### config.mk
export PLATFORM = sky130hd
export DESIGN_NAME = bsg_cam_1r1w_alloc_ctrl
export DESIGN_NICKNAME = d
export VERILOG_FILES = /design/src/rtl/bsg_cam_1r1w_alloc_ctrl.sv
export SDC_FILE = /design/constraint.sdc
export NUM_CORES = 1
export LEC_CHECK = 0
export BUFFER_PORTS_ARGS = -buffer_cell sky130_fd_sc_hd__buf_2
export CORE_UTILIZATION = 36
export CTS_BUF_LIST = sky130_fd_sc_hd__clkbuf_4 sky130_fd_sc_hd__clkbuf_8
export DETAILED_ROUTE_END_ITERATION = 10
export GPL_TIMING_DRIVEN = 0
export HOLD_SLACK_MARGIN = 0.03
export PLACE_DENSITY = 0.73
export SYNTH_ARGS = -nofsm -noshare
export SYNTH_HDL_FRONTEND = slang
export SYNTH_SLANG_ARGS = --single-unit
export TNS_END_PERCENT = 20
### constraint.sdc
create_clock -name clk_i -period 1.45 [get_ports clk_i]
set_input_delay 0.2175 -clock clk_i [delete_from_list [all_inputs] [get_ports clk_i]]
set_output_delay 0.2175 -clock clk_i [all_outputs]
set_load 0.02 [all_outputs]
### src/rtl/bsg_cam_1r1w_alloc_ctrl.sv
// Allocation/replacement controller sitting directly in front of the CAM tag array.
// Latency: 0 cycles. Array writes issue in the same cycle as their ins/clr/yumi handshake.
// Backpressure: a clear stalls an insert; a full array holds the insert until its eviction is yumi'd.
//
// Ports:
//   clk_i, reset_i                  clock, synchronous active-high reset
//   ins_v_i/ins_tag_i/ins_ready_o   insert request (valid/ready); ins_id_o = entry written
//   clr_v_i/clr_id_i/clr_ready_o    clear request (valid/ready)
//   evict_v_o/evict_id_o            pending victim (valid-then-yumi), evict_yumi_i = consumer took it
//   w_v_o/w_set_not_clear_o/w_tag_o one-hot write port toward the tag array
//   w_empty_i                       per-entry empty vector from the tag array (registered there)
//
// Empty entries are filled lowest-index first. Once the array is full, victims are
// chosen round-robin; the pointer moves only on an evict-replace.

module bsg_cam_1r1w_alloc_ctrl #(
  parameter int tag_width_p = 8,
  parameter int els_p       = 4,
  localparam int lg_els_lp  = (els_p == 1) ? 1 : $clog2(els_p)
) (
  input  logic                   clk_i,
  input  logic                   reset_i,

  input  logic                   ins_v_i,
  input  logic [tag_width_p-1:0] ins_tag_i,
  output logic                   ins_ready_o,
  output logic [lg_els_lp-1:0]   ins_id_o,

  input  logic                   clr_v_i,
  input  logic [lg_els_lp-1:0]   clr_id_i,
  output logic                   clr_ready_o,

  output logic                   evict_v_o,
  output logic [lg_els_lp-1:0]   evict_id_o,
  input  logic                   evict_yumi_i,

  output logic [els_p-1:0]       w_v_o,
  output logic                   w_set_not_clear_o,
  output logic [tag_width_p-1:0] w_tag_o,
  input  logic [els_p-1:0]       w_empty_i
);

  typedef enum logic [0:0] {
    eReady = 1'b0,
    eEvict = 1'b1
  } state_e;

  state_e               state_q, state_d;
  logic [lg_els_lp-1:0] rr_ptr_q, rr_ptr_d;
  logic [lg_els_lp-1:0] victim_q, victim_d;

  logic                 full;
  logic [lg_els_lp-1:0] first_empty;
  logic [lg_els_lp-1:0] rr_ptr_inc;

  function automatic logic [els_p-1:0] onehot(input logic [lg_els_lp-1:0] id);
    onehot = els_p'(1) << id;
  endfunction

  assign full = ~|w_empty_i;

  // Walk from the top down so the lowest set bit is the one left standing.
  always_comb begin
    first_empty = '0;
    for (int i = els_p - 1; i >= 0; i--) begin
      if (w_empty_i[i]) first_empty = lg_els_lp'(i);
    end
  end

  // Explicit wrap so non-power-of-two entry counts never point past the last entry.
  assign rr_ptr_inc = (rr_ptr_q == lg_els_lp'(els_p - 1)) ? '0 : rr_ptr_q + 1'b1;

  // Handshake / write-port decode. Everything is forced low while reset_i is high,
  // which also drops a pending eviction without issuing its write.
  always_comb begin
    ins_ready_o       = 1'b0;
    ins_id_o          = '0;
    clr_ready_o       = 1'b0;
    evict_v_o         = 1'b0;
    evict_id_o        = '0;
    w_v_o             = '0;
    w_set_not_clear_o = 1'b0;
    w_tag_o           = '0;
    if (!reset_i) begin
      w_tag_o = ins_tag_i;
      unique case (state_q)
        eReady: begin
          if (clr_v_i) begin
            // Clear wins over a same-cycle insert; the insert simply retries.
            clr_ready_o = 1'b1;
            w_v_o       = onehot(clr_id_i);
          end else if (ins_v_i && !full) begin
            ins_ready_o       = 1'b1;
            ins_id_o          = first_empty;
            w_v_o             = onehot(first_empty);
            w_set_not_clear_o = 1'b1;
          end
        end
        eEvict: begin
          evict_v_o  = 1'b1;
          evict_id_o = victim_q;
          if (evict_yumi_i) begin
            ins_ready_o       = 1'b1;
            ins_id_o          = victim_q;
            w_v_o             = onehot(victim_q);
            w_set_not_clear_o = 1'b1;
          end
        end
        default: ;
      endcase
    end
  end

  always_comb begin
    state_d  = state_q;
    rr_ptr_d = rr_ptr_q;
    victim_d = victim_q;
    unique case (state_q)
      eReady: begin
        if (!clr_v_i && ins_v_i && full) begin
          victim_d = rr_ptr_q;
          state_d  = eEvict;
        end
      end
      eEvict: begin
        if (evict_yumi_i) begin
          rr_ptr_d = rr_ptr_inc;
          state_d  = eReady;
        end
      end
      default: state_d = eReady;
    endcase
  end

  always_ff @(posedge clk_i) begin
    if (reset_i) begin
      state_q  <= eReady;
      rr_ptr_q <= '0;
      victim_q <= '0;
    end else begin
      state_q  <= state_d;
      rr_ptr_q <= rr_ptr_d;
      victim_q <= victim_d;
    end
  end

`ifndef SYNTHESIS
  a_w_onehot : assert property (@(posedge clk_i) disable iff (reset_i)
    $countones(w_v_o) <= 1);
  a_yumi_v : assert property (@(posedge clk_i) disable iff (reset_i)
    evict_yumi_i |-> evict_v_o);
  a_clr_id : assert property (@(posedge clk_i) disable iff (reset_i)
    clr_v_i |-> ({1'b0, clr_id_i} < (lg_els_lp + 1)'(els_p)));
  a_ins_hold : assert property (@(posedge clk_i) disable iff (reset_i)
    (state_q == eEvict) |-> (ins_v_i && $stable(ins_tag_i)));
`endif

endmodule

### Yosys cells after proc, flatten, opt, wreduce, memory -nomap -nowiden

Index checks and enable logic that the tools add are counted.

* add/subtract/negate cells: 1
* multipliers: 0
* divide/modulo/power cells: 0
* magnitude comparators: 0
* equal/unequal tests: 1
* shift operators: 3
* mux-type cells: 31
* bitwise operators: 1
* reductions and logical operators: 8

Operators by type and width (number)
* 2-bit two-way mux: 11
* 4-bit two-way mux: 4
* 1-bit by 2-bit left shift with 4-bit output (first input constant): 3
* 1-bit two-way mux: 11
* 8-bit two-way mux: 1
* 4-bit case mux with 2 select lines: 1
* 1-bit case mux with 2 select lines: 2
* 2-bit case mux with 2 select lines: 1
* 2-bit AND reduction: 2
* 4-bit OR reduction: 1
* 1-bit logical AND: 3
* 2-bit by 1-bit adder with 2-bit output (second input constant): 1
* 2-bit equality test (second input constant): 1
* 1-bit logical NOT: 2
* 1-bit inverter: 1

* register bits after elaboration: 5
* bits in latches: 0
* bits in writable memories: 0
* bits in read-only memories: 0
* input bits: 19
* logic and storage cells: 48
* memories: 0

### Longest topological paths before layout

* depth in word-level cells: 9
* depth in mapped cells: 5

### Least setup slack after synthesis

Ideal clock, no wire load.

* path kind: register -> output
* from: reg state_q
* to: out w_v_o[2]
* data arrival time: 1493 ps
* required time: 1233 ps
* path slack: -260 ps
* cell stages (with the launch flop): 5
* buffers on the path: 2
* path through: dfxtp_1 -> clkbuf_1 -> clkbuf_1 -> a221oi_1 -> a211oi_1

* word-level cells in the longest chain between the ends: 3

Ends and longest elaborated chain
* start: declaration: RTL line 48 `state_e state_q, state_d;`
* start signal: assignment: RTL line 137 `state_q <= eReady;`
* start signal: assignment: RTL line 141 `state_q <= state_d;`
* 1-bit inverter
* 4-bit case mux with 2 select lines *: RTL line 86 `unique case (state_q)`
* 4-bit two-way mux *: RTL line 84 `if (!reset_i) begin`
* end: declaration: RTL line 37 `output logic [els_p-1:0] w_v_o,`

Mark *: on every way between the ends. The rest lies on a longest branch, timed or not.

### Worst setup path in the final report

* from: in w_empty_i[3]
* to: out w_set_not_clear_o

* word-level cells in the longest chain between the ends: 6

Ends and longest elaborated chain
* start: declaration: RTL line 40 `input logic [els_p-1:0] w_empty_i`
* 4-bit OR reduction: RTL line 60 `assign full = ~|w_empty_i;`
* 1-bit logical AND: RTL line 92 `end else if (ins_v_i && !full) begin`
* 1-bit two-way mux: RTL line 92
* 1-bit two-way mux: RTL line 88 `if (clr_v_i) begin`
* 1-bit case mux with 2 select lines: RTL line 86
* 1-bit two-way mux: RTL line 84
* end: declaration: RTL line 38 `output logic w_set_not_clear_o,`

No other way between the ends.

==> results.cfg <==
[final_layout]
drive_above_1_share = 0.509
fillers = 120
finalInstanceArea_sq_um = 861
area_growth_pct = 62.3
fin_cells = 131
insertedDiodeCount = 0
nets = 137

[placement]
place_congestion = 0.776
dp.cells = 125
dpl.hpwl_um = 1210
pre_cts_ws_ns = -0.245
io_buffers = 37
placed_area_sq_um = 747

[setup_path]
arrival_ns = 1.28
worst_setup_path_start_kind = input port
setup.worst_path.start = w_empty_i[3]
cp_slowest_stage_delay_ns = 0.54
path_max_fanout = 3
cpMaxStageDelayCell = or4_4
path_class = input port to output port
reg2reg_from = state_q
crit_path_end_kind = output port
cp_cell_sequence = buf_2 > or4_4 > nand2_2 > a21oi_2 > buf_4 > buf_6
required_ns = 1.23

[die]
die_w_um = 40.4
coreArea_sq_um = 1330
ios = 39
die-area_sq_um = 1630
start_util = 0.398
rows = 13
die_y_um = 40.4

[worst_hold_path]
hp-start = reset_i
min_path_type = input port to flip-flop

[global_route]
grt_pass1_wl_um = 2340
track_usage = 0.210
grt_max_degree = 11
antenna_found_initial = 0
grt_pass1_vias = 602
grt_remaining_overflow = 0

[status]
status = finished, violations left
violations = negative setup slack

[timing]
tightest_slew_ns = 0.533
fin_ws_ns = -0.0460
hold_viol_final = 0
fin_crit_sh = 1.03
setup_viol = 6
rsz0062_at_grt = true
period_needed_ns = 1.50
fmax_mhz = 668
fin_skew_ns = 0.00273
maxSlewViolCount = 0
max_slew_margin = 0.645

[routing]
routed_wl_um = 1580
drt_pass1_iterations = 4
num_vias = 687
vias_per_cell = 5.24
post-route-drc-count = 0
final_antenna_net_count = 0
drt_iter0_markers = 7
routedWlPerCell_um = 12.1

[synth]
synth_mux_area_frac = 0.0566
synth-seq-cells = 5
synth_commonest_cells = nor2b_1, nor2_1
syn-cell-area_sq_um = 531
synth_compound_area_frac = 0.198
synth_edf_count = 0
synth_top_area_cell = dfxtp_1
async_flop_share = 0
yosysWarningCount = 0
yosys.cell_types.count = 27
synthFlopType = dfxtp_1
synthesis.nets = 93
synth-simple-area-share = 0.455
yosysTopAreaCellShare = 0.189
avgSynthCellArea_sq_um = 7.27
synth_top_family_by_area = simple AND/OR/NAND/NOR gates
synthAdderAreaFrac = 0.0236
synth.most_common_cell = nor2b_1
synth_xor_area_frac = 0
synthCells = 73
synthTopCellsByArea = dfxtp_1, nor2b_1, mux2i_1
yosysSeqAreaShare = 0.189

[clocking]
clock_latency_ns = 0.24
cts_buffer_depth = 2
clock-sinks = 5
cts_buffers = 3
cts_tree = yes
ctsHoldBuffers = 0
root_buffer = clkbuf_4
htreeDepth = 1
clk_pin_slew_worst_paths_ns = 0.04

[job]
cap_violations = 0

[power_and_ir_drop]
ir_drop_mv = 0.371
leakage_nw = 0.407
pwr_density_cell_nw_per_um2 = 538
metal layers:
metal,up-vias,track usage,share of wire
li1,343,-,-
met1,310,0.203,0.40
met2,32,0.437,0.52
met3,2,0.0222,0.075
met4,0,0.0750,0.0051
met5,-,0,0
layout by cell type, fill, tap and decap left out, types with 2 or more instances in the layout:
| cell | count |
|---|---|
| dfxtp_2 | 2 |
| nand2b_1 | 4 |
| a31oi_1 | 2 |
| mux2i_1 | 3 |
| buf_2 | 33 |
| a21oi_2 | 2 |
| a21oi_1 | 3 |
| nand3_1 | 4 |
| nand2_1 | 4 |
| buf_4 | 7 |
| nor2_1 | 6 |
| dfxtp_1 | 2 |
| nor4b_4 | 2 |
| o211ai_1 | 2 |
| and2_1 | 2 |
| a221oi_1 | 2 |
| nand3b_1 | 2 |
| nor2b_1 | 9 |
| inv_1 | 4 |
| clkbuf_1 | 3 |
| clkbuf_4 | 4 |
cell families (layout without fill, tap and decap cells):
group | Yosys count | in the layout
flops | 5 | 5
simple gates | 39 | 39
mux | 3 | 3
compound gates | 15 | 15
buf+inv | 10 | 53
fa+ha+maj | 1 | 1
registers in the layout, summed over array words and instances, names as in the netlist:
name / count
rr_ptr_q: 2
victim_q: 2
state_q: 1
worst max-delay path: cells and delay by family:
| kind | cells | cell delay, ns |
|---|---|---|
| compound gates | 1 | 0.05 |
| buf+inv | 3 | 0.39 |
| simple gates | 2 | 0.62 |
per-stage QoR:
| stage | total power [W] | setup TNS (ns) | util | hold WS [ns] |
|---|---|---|---|---|
| final | 0.000463 | -0.213 | 0.645 | 0.299 |
| after global routing | 0.000495 | -0.766 | 0.645 | 0.319 |
| after CTS | 0.000469 | -0.228 | 0.637 | 0.299 |
| after detailed placement | 0.000278 | -1.47 | 0.560 | 0.478 |
| after global placement | 0.000275 | -1.24 | 0.560 | 0.477 |
| after floorplan | 0.000219 | -0.667 | - | 0.398 |
layout make-up:
class | count | area [sq um] | area share
multi-input cells | 58 | 437 | 0.507
repair buffers | 40 | 221 | 0.257
flip-flops and latches | 5 | 106 | 0.124
plain buffers | 5 | 32.5 | 0.0378
clock buffers | 4 | 30.0 | 0.0349
well taps | 15 | 18.8 | 0.0218
inverters | 4 | 15.0 | 0.0174
timing repair:
action,4_1_cts,5_1_grt
setup buffers,2,1
setup endpoints to repair,12,9
gates resized for setup,16,2
pin swaps,7,3
power breakdown:
| part | total (W) | internal (W) | switching (W) |
|---|---|---|---|
| clock | 0.000173 | 0.000122 | 0.0000511 |
| sequential | 0.000138 | 0.000137 | 0.000000765 |
| combinational | 0.000152 | 0.0000659 | 0.0000862 |
| total | 0.000463 | 0.000325 | 0.000138 |
final timing paths:
kind | end | slack, ns | cells after the start
setup / recovery | w_set_not_clear_o | -0.05 | 6
hold / removal | victim_q[0] | 0.30 | 3
setup reg to reg | victim_q[0] | 0.30 | 3
hold reg to reg | rr_ptr_q[1] | 0.48 | 2
No activity file was read; power rests on OpenSTA's default activity.
